===== config.mk =====
export PLATFORM = sky130hd
export DESIGN_NAME = pic_inta_sequencer_flat
export DESIGN_NICKNAME = d
export VERILOG_FILES = /design/src/rtl/pic_pkg.sv /design/src/rtl/pic_inta_sequencer_if.sv /design/src/rtl/pic_priority_resolver.sv /design/src/rtl/pic_inta_sequencer.sv /design/src/flat_wrapper.sv
export SDC_FILE = /design/constraint.sdc
export NUM_CORES = 1
export LEC_CHECK = 0
export CAP_MARGIN = 20
export CORE_ASPECT_RATIO = 0.7
export CORE_MARGIN = 2
export CORE_UTILIZATION = 37
export CTS_CLUSTER_DIAMETER = 60
export DETAILED_ROUTE_END_ITERATION = 10
export PLACE_DENSITY = 0.67
export SLEW_MARGIN = 20
export SYNTH_ARGS = -nofsm -noshare
export SYNTH_HDL_FRONTEND = slang
export SYNTH_SLANG_ARGS = --single-unit
export TNS_END_PERCENT = 30

===== constraint.sdc =====
create_clock -name clock -period 2.3 [get_ports clock]
set_input_delay 0.23 -clock clock [delete_from_list [all_inputs] [get_ports clock]]
set_output_delay 0.23 -clock clock [all_outputs]
set_load 0.03 [all_outputs]

===== src/rtl/pic_pkg.sv =====
`default_nettype none
// ============================================================================
// Package     : pic_pkg
// Description : Shared types and helpers for the 8259 PIC acknowledge path.
//               Holds the acknowledge FSM state type, the line count and
//               default spurious level, and the fixed-priority scan helper
//               used by both the IRR and ISR sides.
// Revision    : 1.0 - initial release
// ============================================================================
package pic_pkg;

    localparam int         PIC_IRQ_LINES      = 8;
    localparam logic [2:0] PIC_SPURIOUS_LEVEL = 3'd7;

    typedef enum logic [1:0] {
        ST_IDLE = 2'd0,
        ST_ACK1 = 2'd1,
        ST_ACK2 = 2'd2
    } state_t;

    // Returns {valid, index} of the lowest-index set bit. Bit 0 is the
    // highest priority under fixed priority, so this is the "most urgent" bit.
    function automatic logic [3:0] prio_lowest_set(input logic [7:0] bits);
        logic [3:0] result;
        result = 4'b0000;
        // Scan downward so the last hit is the lowest index.
        for (int i = 7; i >= 0; i--) begin
            if (bits[i]) begin
                result = {1'b1, i[2:0]};
            end
        end
        return result;
    endfunction

endpackage : pic_pkg
`default_nettype wire


===== src/rtl/pic_inta_sequencer_if.sv =====
`default_nettype none
// ============================================================================
// Interface   : pic_inta_sequencer_if
// Description : Bundle between the IRR/mask logic, the OCW/ICW decoder, the
//               CPU INTA strobe and the data-bus buffer on one side, and the
//               acknowledge sequencer on the other.
//               master : drives requests, mask, INTA, config and EOI commands
//               slave  : the sequencer; returns INT, IRR clear, ISR, vector
// Revision    : 1.0 - initial release
// ============================================================================
interface pic_inta_sequencer_if;

    logic [7:0] interrupt_request;
    logic [7:0] interrupt_mask;
    logic       inta_n;
    logic [4:0] vector_base;
    logic       auto_eoi;
    logic       eoi_cmd;
    logic       eoi_specific;
    logic [2:0] eoi_level;
    logic       int_out;
    logic [7:0] clear_request;
    logic [7:0] in_service_register;
    logic [7:0] data_out;
    logic       data_out_en;

    modport master (
        output interrupt_request, interrupt_mask, inta_n, vector_base,
               auto_eoi, eoi_cmd, eoi_specific, eoi_level,
        input  int_out, clear_request, in_service_register, data_out,
               data_out_en
    );

    modport slave (
        input  interrupt_request, interrupt_mask, inta_n, vector_base,
               auto_eoi, eoi_cmd, eoi_specific, eoi_level,
        output int_out, clear_request, in_service_register, data_out,
               data_out_en
    );

endinterface : pic_inta_sequencer_if
`default_nettype wire


===== src/rtl/pic_priority_resolver.sv =====
`default_nettype none
// ============================================================================
// Module      : pic_priority_resolver
// Description : Combinational fixed-priority resolver (IR0 highest).
//   i_irr          : latched request bits
//   i_imr          : mask bits, 1 = masked
//   i_isr          : current in-service bits
//   o_winner_valid : an unmasked request outranks every in-service level
//   o_winner_level : index of that request
//   o_isr_valid    : at least one ISR bit set
//   o_isr_level    : highest-priority (lowest-index) ISR bit, for NS-EOI
// Revision    : 1.0 - initial release
// ============================================================================
module pic_priority_resolver
    import pic_pkg::*;
(
    input  wire logic [7:0] i_irr,
    input  wire logic [7:0] i_imr,
    input  wire logic [7:0] i_isr,
    output logic            o_winner_valid,
    output logic [2:0]      o_winner_level,
    output logic            o_isr_valid,
    output logic [2:0]      o_isr_level
);

    logic [3:0] w_pend_scan;
    logic [3:0] w_isr_scan;

    // The ISR is scanned unmasked: a masked in-service level still blocks
    // everything below it.
    assign w_pend_scan = prio_lowest_set(i_irr & ~i_imr);
    assign w_isr_scan  = prio_lowest_set(i_isr);

    // Only the lowest pending index needs comparing: if it does not beat the
    // top in-service level, no higher index can either.
    assign o_winner_valid = w_pend_scan[3] &&
                            (!w_isr_scan[3] || (w_pend_scan[2:0] < w_isr_scan[2:0]));
    assign o_winner_level = w_pend_scan[2:0];
    assign o_isr_valid    = w_isr_scan[3];
    assign o_isr_level    = w_isr_scan[2:0];

endmodule : pic_priority_resolver
`default_nettype wire


===== src/rtl/pic_inta_sequencer.sv =====
`default_nettype none
// ============================================================================
// Module      : pic_inta_sequencer
// Description : CPU-side acknowledge end of the 8259 PIC. Arbitrates IRR
//               against ISR, raises INT, runs the two-pulse 8086 INTA
//               handshake (set ISR, clear IRR, drive vector) and retires ISR
//               bits on EOI commands or automatic EOI.
//   clock   : system clock, rising edge
//   reset_n : asynchronous active-low reset
//   bus     : slave side of pic_inta_sequencer_if (requests, mask, INTA,
//             config, EOI in; INT, IRR clear, ISR, vector byte out)
// Revision    : 1.0 - initial release
// ============================================================================
module pic_inta_sequencer
    import pic_pkg::*;
#(
    parameter int         IRQ_LINES      = PIC_IRQ_LINES,
    parameter logic [2:0] SPURIOUS_LEVEL = PIC_SPURIOUS_LEVEL
) (
    input  wire logic            clock,
    input  wire logic            reset_n,
    pic_inta_sequencer_if.slave  bus
);

    localparam int LVL_W = $clog2(IRQ_LINES);

    state_t             r_state, w_state_nxt;
    logic               r_inta_prev;
    logic [LVL_W-1:0]   r_level, w_level_nxt;
    logic               r_spurious, w_spurious_nxt;
    logic [7:0]         r_isr, w_isr_nxt;
    logic               r_int_out, w_int_nxt;
    logic [7:0]         r_clear_req, w_clear_nxt;
    logic [7:0]         r_data_out, w_dout_nxt;
    logic               r_data_out_en, w_den_nxt;

    logic               w_fall, w_rise;
    logic               w_winner_valid, w_isr_valid;
    logic [2:0]         w_winner_level, w_isr_level;
    logic [7:0]         w_isr_set, w_aeoi_clr, w_eoi_clr;

    pic_priority_resolver u_resolver (
        .i_irr          (bus.interrupt_request),
        .i_imr          (bus.interrupt_mask),
        .i_isr          (r_isr),
        .o_winner_valid (w_winner_valid),
        .o_winner_level (w_winner_level),
        .o_isr_valid    (w_isr_valid),
        .o_isr_level    (w_isr_level)
    );

    assign w_fall =  r_inta_prev & ~bus.inta_n;
    assign w_rise = ~r_inta_prev &  bus.inta_n;

    always_comb begin
        w_state_nxt    = r_state;
        w_level_nxt    = r_level;
        w_spurious_nxt = r_spurious;
        w_int_nxt      = 1'b0;
        w_clear_nxt    = 8'h00;
        w_dout_nxt     = r_data_out;
        w_den_nxt      = r_data_out_en;
        w_isr_set      = 8'h00;
        w_aeoi_clr     = 8'h00;
        case (r_state)
            ST_IDLE: begin
                w_int_nxt = w_winner_valid;
                // A fall is acknowledged even with INT low; that is the
                // spurious path and leaves ISR/IRR untouched.
                if (w_fall) begin
                    w_int_nxt   = 1'b0;
                    w_state_nxt = ST_ACK1;
                    if (w_winner_valid) begin
                        w_level_nxt    = w_winner_level;
                        w_spurious_nxt = 1'b0;
                        w_isr_set      = 8'd1 << w_winner_level;
                        w_clear_nxt    = 8'd1 << w_winner_level;
                    end else begin
                        w_level_nxt    = SPURIOUS_LEVEL;
                        w_spurious_nxt = 1'b1;
                    end
                end
            end
            ST_ACK1: begin
                w_den_nxt = 1'b0;
                if (w_fall) begin
                    // vector_base is taken live here, not at the first pulse.
                    w_dout_nxt  = {bus.vector_base, r_level};
                    w_den_nxt   = 1'b1;
                    w_state_nxt = ST_ACK2;
                end
            end
            ST_ACK2: begin
                if (w_rise) begin
                    w_den_nxt   = 1'b0;
                    w_state_nxt = ST_IDLE;
                    if (bus.auto_eoi && !r_spurious) begin
                        w_aeoi_clr = 8'd1 << r_level;
                    end
                end
            end
            default: begin
                w_state_nxt = ST_IDLE;
            end
        endcase
    end

    // Non-specific EOI picks from the ISR before any same-cycle set.
    always_comb begin
        w_eoi_clr = 8'h00;
        if (bus.eoi_cmd) begin
            if (bus.eoi_specific) begin
                w_eoi_clr = 8'd1 << bus.eoi_level;
            end else if (w_isr_valid) begin
                w_eoi_clr = 8'd1 << w_isr_level;
            end
        end
    end

    // OR-ing the set last makes a same-cycle set win for its own index.
    assign w_isr_nxt = (r_isr & ~(w_eoi_clr | w_aeoi_clr)) | w_isr_set;

    always_ff @(posedge clock or negedge reset_n) begin
        if (!reset_n) begin
            r_state       <= ST_IDLE;
            r_inta_prev   <= 1'b1;
            r_level       <= '0;
            r_spurious    <= 1'b0;
            r_isr         <= 8'h00;
            r_int_out     <= 1'b0;
            r_clear_req   <= 8'h00;
            r_data_out    <= 8'h00;
            r_data_out_en <= 1'b0;
        end else begin
            r_state       <= w_state_nxt;
            r_inta_prev   <= bus.inta_n;
            r_level       <= w_level_nxt;
            r_spurious    <= w_spurious_nxt;
            r_isr         <= w_isr_nxt;
            r_int_out     <= w_int_nxt;
            r_clear_req   <= w_clear_nxt;
            r_data_out    <= w_dout_nxt;
            r_data_out_en <= w_den_nxt;
        end
    end

    assign bus.int_out             = r_int_out;
    assign bus.clear_request       = r_clear_req;
    assign bus.in_service_register = r_isr;
    assign bus.data_out            = r_data_out;
    assign bus.data_out_en         = r_data_out_en;

endmodule : pic_inta_sequencer
`default_nettype wire


===== src/flat_wrapper.sv =====
// flat-port wrapper written by rule: the top's interface ports become plain ports
module pic_inta_sequencer_flat import pic_pkg::*;
#(
    parameter int         IRQ_LINES      = PIC_IRQ_LINES,
    parameter logic [2:0] SPURIOUS_LEVEL = PIC_SPURIOUS_LEVEL
)
  (clock, reset_n, bus_interrupt_request, bus_interrupt_mask, bus_inta_n, bus_vector_base, bus_auto_eoi, bus_eoi_cmd, bus_eoi_specific, bus_eoi_level, bus_int_out, bus_clear_request, bus_in_service_register, bus_data_out, bus_data_out_en);
  pic_inta_sequencer_if bus_i ();
  input  wire logic clock;
  input  wire logic reset_n;
  input wire logic [$bits(bus_i.interrupt_request)-1:0] bus_interrupt_request;
  input wire logic [$bits(bus_i.interrupt_mask)-1:0] bus_interrupt_mask;
  input wire logic [$bits(bus_i.inta_n)-1:0] bus_inta_n;
  input wire logic [$bits(bus_i.vector_base)-1:0] bus_vector_base;
  input wire logic [$bits(bus_i.auto_eoi)-1:0] bus_auto_eoi;
  input wire logic [$bits(bus_i.eoi_cmd)-1:0] bus_eoi_cmd;
  input wire logic [$bits(bus_i.eoi_specific)-1:0] bus_eoi_specific;
  input wire logic [$bits(bus_i.eoi_level)-1:0] bus_eoi_level;
  output wire logic [$bits(bus_i.int_out)-1:0] bus_int_out;
  output wire logic [$bits(bus_i.clear_request)-1:0] bus_clear_request;
  output wire logic [$bits(bus_i.in_service_register)-1:0] bus_in_service_register;
  output wire logic [$bits(bus_i.data_out)-1:0] bus_data_out;
  output wire logic [$bits(bus_i.data_out_en)-1:0] bus_data_out_en;
  assign bus_i.interrupt_request = bus_interrupt_request;
  assign bus_i.interrupt_mask = bus_interrupt_mask;
  assign bus_i.inta_n = bus_inta_n;
  assign bus_i.vector_base = bus_vector_base;
  assign bus_i.auto_eoi = bus_auto_eoi;
  assign bus_i.eoi_cmd = bus_eoi_cmd;
  assign bus_i.eoi_specific = bus_eoi_specific;
  assign bus_i.eoi_level = bus_eoi_level;
  assign bus_int_out = bus_i.int_out;
  assign bus_clear_request = bus_i.clear_request;
  assign bus_in_service_register = bus_i.in_service_register;
  assign bus_data_out = bus_i.data_out;
  assign bus_data_out_en = bus_i.data_out_en;
  pic_inta_sequencer #(.IRQ_LINES(IRQ_LINES), .SPURIOUS_LEVEL(SPURIOUS_LEVEL)) u_core (.clock(clock), .reset_n(reset_n), .bus(bus_i));
endmodule

# [Word-level counts from Yosys, hierarchy flattened]
# Index checks and enable logic that the tools add are counted.
[word_totals] reg_bits=33 output_inout_bits=26
[classes] shift=4 magnitude_cmp=1 reduce_logical=11 muxes=36 bitwise=10 n_eq_ne=5
[op_table] op="8-bit 2-to-1 mux" count=9
[op_table] op="4-bit 2-to-1 mux" count=16
[op_table] op="1-bit by 3-bit << shifter with 8-bit output, first input constant" count=4
[op_table] op="8-bit AND" count=2
[op_table] op="8-bit NOT" count=2
[op_table] op="8-bit bitwise OR" count=2
[op_table] op="2-bit 2-to-1 mux" count=3
[op_table] op="2-bit by 1-bit != test with 1-bit output, second input constant" count=3
[op_table] op="2-bit case mux with 3 select lines" count=1
[op_table] op="2-bit AND reduction" count=3
[op_table] op="1-bit 2-to-1 mux" count=5
[op_table] op="3-bit < comparator" count=1
[op_table] op="3-bit 2-to-1 mux" count=1
[op_table] op="3-bit AND reduction" count=1
[op_table] op="1-bit AND" count=2
[op_table] op="2-bit by 1-bit == test with 1-bit output, second input constant" count=1
[op_table] op="2-bit == test, second input constant" count=1
[op_table] op="1-bit logical AND" count=2
[op_table] op="1-bit zero test" count=2
[op_table] op="2-bit zero test" count=1
[op_table] op="1-bit NOT" count=2
[op_table] op="1-bit case mux with 2 select lines" count=1
[op_table] op="2-bit nonzero test" count=1
[op_table] op="1-bit logical OR" count=1

# [Logic depth before layout (Yosys ltp)]
[logic_depth] depth_word=17 depth_mapped=8 depth_no_buf=8

# [By module]
# From an unflattened synthesis, not the netlist that was laid out.
[unflattened] hier_cells=185 area_unflattened_um2=1803.0
[by_module_without_submodules] module="pic_inta_sequencer" instances=1 seq_area_each_um2=827.0 cells_each=139 area_per_inst_um2=1491.4
[by_module_without_submodules] module="pic_priority_resolver" instances=1 seq_area_each_um2=0.0 cells_each=46 area_per_inst_um2=311.5

# [Least setup slack after synthesis]
# No wires, ideal clock.
[synth_timing] kind="reg2reg" startpoint="register u_core.r_isr[0] (netlist: u_core.bus.in_service_register[0])" endpoint="register u_core.r_level[0]" path_slack_ns=-0.003 t_arrival_ns=2.177 t_required_ns=2.174 path_stages_with_launch=8 path_buffers=0 setup_time_ns=0.126 path_cell_list="dfrtp_1 > nor4_2 > o41ai_1 > ha_1 > a211oi_4 > a21boi_1 > a211oi_4 > o32a_1"
[synth_via] elab_chain_cells=5
[synth_lines] element="start: declaration" line="pic_inta_sequencer.sv:31" rtl="logic [7:0] r_isr, w_isr_nxt;"
[synth_lines] element="start signal: assignment" line="pic_inta_sequencer.sv:139" rtl="r_isr <= w_isr_nxt;"
[synth_lines] element="4-bit 2-to-1 mux *" line="pic_pkg.sv:28" rtl="if (bits[i]) begin"
[synth_lines] element="3-bit < comparator / 1-bit zero test (equally long branches)" line="pic_priority_resolver.sv:37" rtl="(!w_isr_scan[3] || (w_pend_scan[2:0] < w_isr_scan[2:0]));"
[synth_lines] element="1-bit logical OR *" line="pic_priority_resolver.sv:37"
[synth_lines] element="1-bit logical AND *" line="pic_priority_resolver.sv:36" rtl="assign o_winner_valid = w_pend_scan[3] &&"
[synth_lines] element="3-bit 2-to-1 mux *" line="pic_inta_sequencer.sv:73" rtl="if (w_winner_valid) begin"
[synth_lines] element="end signal: assignment" line="pic_inta_sequencer.sv:137" rtl="r_level <= w_level_nxt;"
[synth_lines] element="end: declaration" line="pic_inta_sequencer.sv:29" rtl="logic [LVL_W-1:0] r_level, w_level_nxt;"
# Every way passes the cells marked *; elsewhere a longest branch is shown, timed or not.
# A chain may end at the register's enable or synchronous reset.

# [Final worst setup path]
# Ends and elaborated chain as after synthesis.

==> impl_metrics.ini <==
[worst_hold_path]
hold_class = primary input to asynchronous set/reset pin

[setup_path]
slowest_stage = dfrtp_1
cp-start-kind = register
crit_type = register to register
path_buf_inv = 0
end_kind = register
crit_top_cell = a211oi_4
cpPeakStageDelay_ns = 0.42
cp.required_ns = 2.46
crit_fanout = 4
cp.arrival_ns = 2.33
cp_top_family = compound AO/OA/AOI/OAI gates
critical_path.cell_chain = nor4_4, o41ai_1, ha_1, a211oi_4, a21boi_1, a211oi_4, o32a_1

[placed_design]
hpwl_mm = 4.02
dp.cells = 337
globalplace.congestion = 0.889
place_area_sq_um = 2740
io_buffers = 55
place_ws_ns = -0.155

[global_route]
antenna_found_initial = 0
grt_max_degree = 34
grt_first_pass_wirelength_mm = 8.42
grt_overflow_total = 0
grt_pass1_vias = 1790
track_usage_pct = 19.3

[cells_and_area]
syn_to_final_growth_pct = 51.1
register_area_sq_um = 827
drive_gt1_share_pct = 22.8
multi_input_area_sq_um = 1040
nets = 306
instances_no_fill = 345
fin_area_sq_um = 2830
fillers = 436
n_antenna_cell = 0
post-route-util_pct = 58.5

[synthesis]
yosys.area.top_type_share_pct = 42.8
syn-instance-count = 183
synthTopCellsByArea = dfrtp_1 43%, nand2b_1 6.3%, mux2_2 4.8%, nand2_1 3.4%, nor2_1 3.2%
yosysWarnings = 0
synth_most_common_cell = dfrtp_1
async_flop_share_pct = 100
yosys.area.top_type = dfrtp_1
syn_area_per_cell_sq_um = 10.2
synth-edff-count = 0
synth_common_cells = 32 x dfrtp_1, 19 x nand2b_1, 17 x nand2_1
ys_seq_elements = 33
yosysSeqAreaShare_pct = 44.2
syn_nets = 214
synthFlopType = dfrtp_1
yosys.cell_types.count = 50
syn_area_sq_um = 1870

[routing]
firstDrtPassIters = 4
vias = 1789
drt-wirelength-per-cell_um = 14.6
ant_nets = 0
via_per_inst = 5.19
routed_wl_mm = 5.04
drc = 0
drt-initial-drc-count = 82

[clocking]
cts_resized = 0
clk_pin_slew_ns = 0.07
clockBufferDepth = 2
tritoncts = yes
htree_levels = 2
cts_num_sinks = 33
clock_latency_ns = 0.29
clockRootBuffer = clkbuf_8
cts_setup_buffers = 0
cts_buffers = 5
cts_hold_buffers = 0

[timing]
fin_setup_tns_ns = 0
finalHoldViolations = 0
clock.fmax_mhz = 462
worst_pin_slew_ns = 0.477
relSlewSlack_pct = 68.2
fin_crit_ns = 2.16
rsz0062_at_grt = no
finalWorstSetupSlack_ns = 0.137
final_max_slew_viol_count = 0
post-route-period-util_pct = 94.1
skew_ns = 0.0110
setup_violations = 0

[run]
maxCapViolations = 0

[power]
power_per_cell_area_nw_per_um2 = 1160
p_leak_nw = 1.16
vdd_ir_drop_max_mv = 0.682

[die]
dieArea_sq_um = 5660
rows = 21
initial_core_util_pct = 38.7
die_h_um = 63.5
ios = 56
core_sq_um = 4830
die_x_um = 89.0

[status]
outcome = finished clean
## state kept, by name, indices dropped and copies added, names as in the netlist
name                            cells
u_core.bus.in_service_register      8
u_core.r_spurious                   1
u_core.bus.int_out                  1
u_core.r_inta_prev                  1
u_core.r_state                      2
u_core.bus.data_out_en              1
u_core.r_level                      3
u_core.bus.clear_request            8
u_core.bus.data_out                 8
## cell families after synthesis
group	count (synthesis)	share of synthesized area, %
AO/OA/AOI/OAI	47	21.3
buffers and inverters	5	1.00
XOR/XNOR	1	0.468
AND/OR/NAND/NOR	88	27.6
multiplexers	8	4.81
flip-flops	33	44.2
adder cells (fa/ha/maj)	1	0.668
## layer usage
layer / GRT usage, % / up-vias / wire length (um)
li1: - / 878 / -
met1: 28.3 / 847 / 2510
met2: 27.4 / 62 / 2130
met3: 6.29 / 2 / 377
met4: 4.48 / 0 / 29
met5: 0 / - / 0
## final cells by class
class / instances / area share, %
inverters: 5 / 0.663
flip-flops and latches: 33 / 29.2
multi-input cells: 145 / 36.6
repair buffers: 85 / 27.4
well taps: 69 / 3.05
clock inverters: 3 / 0.619
clock buffers: 5 / 2.43
## final timing paths
check	start	end	slack, ns	cells past startpoint
hold reg to reg	u_core.bus.data_out[2]	u_core.bus.data_out[2]	0.51	1
hold / removal	reset_n	u_core.bus.clear_request[6]	0.35	2
setup / recovery	u_core.bus.in_service_register[0]	u_core.r_level[0]	0.14	7
max in group asynchronous	reset_n	u_core.r_inta_prev	1.62	2
setup reg to reg	u_core.bus.in_service_register[0]	u_core.r_level[0]	0.14	7
min in group clock	bus_inta_n	u_core.r_inta_prev	0.51	2
## report_power, final
group	total, mW	internal [mW]	leakage, nW	switching, mW
registers	0.947	0.767	0.420	0.180
logic	1.92	0.916	0.697	0.999
clock network	0.424	0.209	0.0439	0.215
total	3.29	1.89	1.16	1.39
## cell usage in the layout, fill, tap and decap left out, types with 2 or more instances in the layout
master           instances
o32a_1                   2
clkdlybuf4s50_1         55
nand3_1                  3
a31o_1                   2
o21ai_0                  6
nor2b_1                  5
a21oi_1                  3
nand4_1                  2
clkbuf_8                 5
nand2_1                 17
o32ai_1                  2
mux2_2                   8
o21ai_1                  5
o22ai_1                  2
o211ai_1                 5
dfrtp_1                 32
nor4b_2                  2
nor2_1                  16
nor3_1                   8
nor3_2                   2
nor2_2                   2
o22a_1                   2
o2111ai_1                2
inv_1                    5
clkinv_2                 2
a211oi_4                 2
nor4_1                   2
buf_4                   30
or4_1                    2
nand2b_1                19
## stage by stage
stage | hold slack [ns] | power [mW]
6_report | 0.348 | 3.29
3_3_place_gp | 0.489 | 2.83
5_1_grt | 0.393 | 3.49
3_5_place_dp | 0.496 | 2.86
2_1_floorplan | -0.0656 | 2.06
4_1_cts | 0.370 | 3.30
Power figures use the tool's default switching activity.
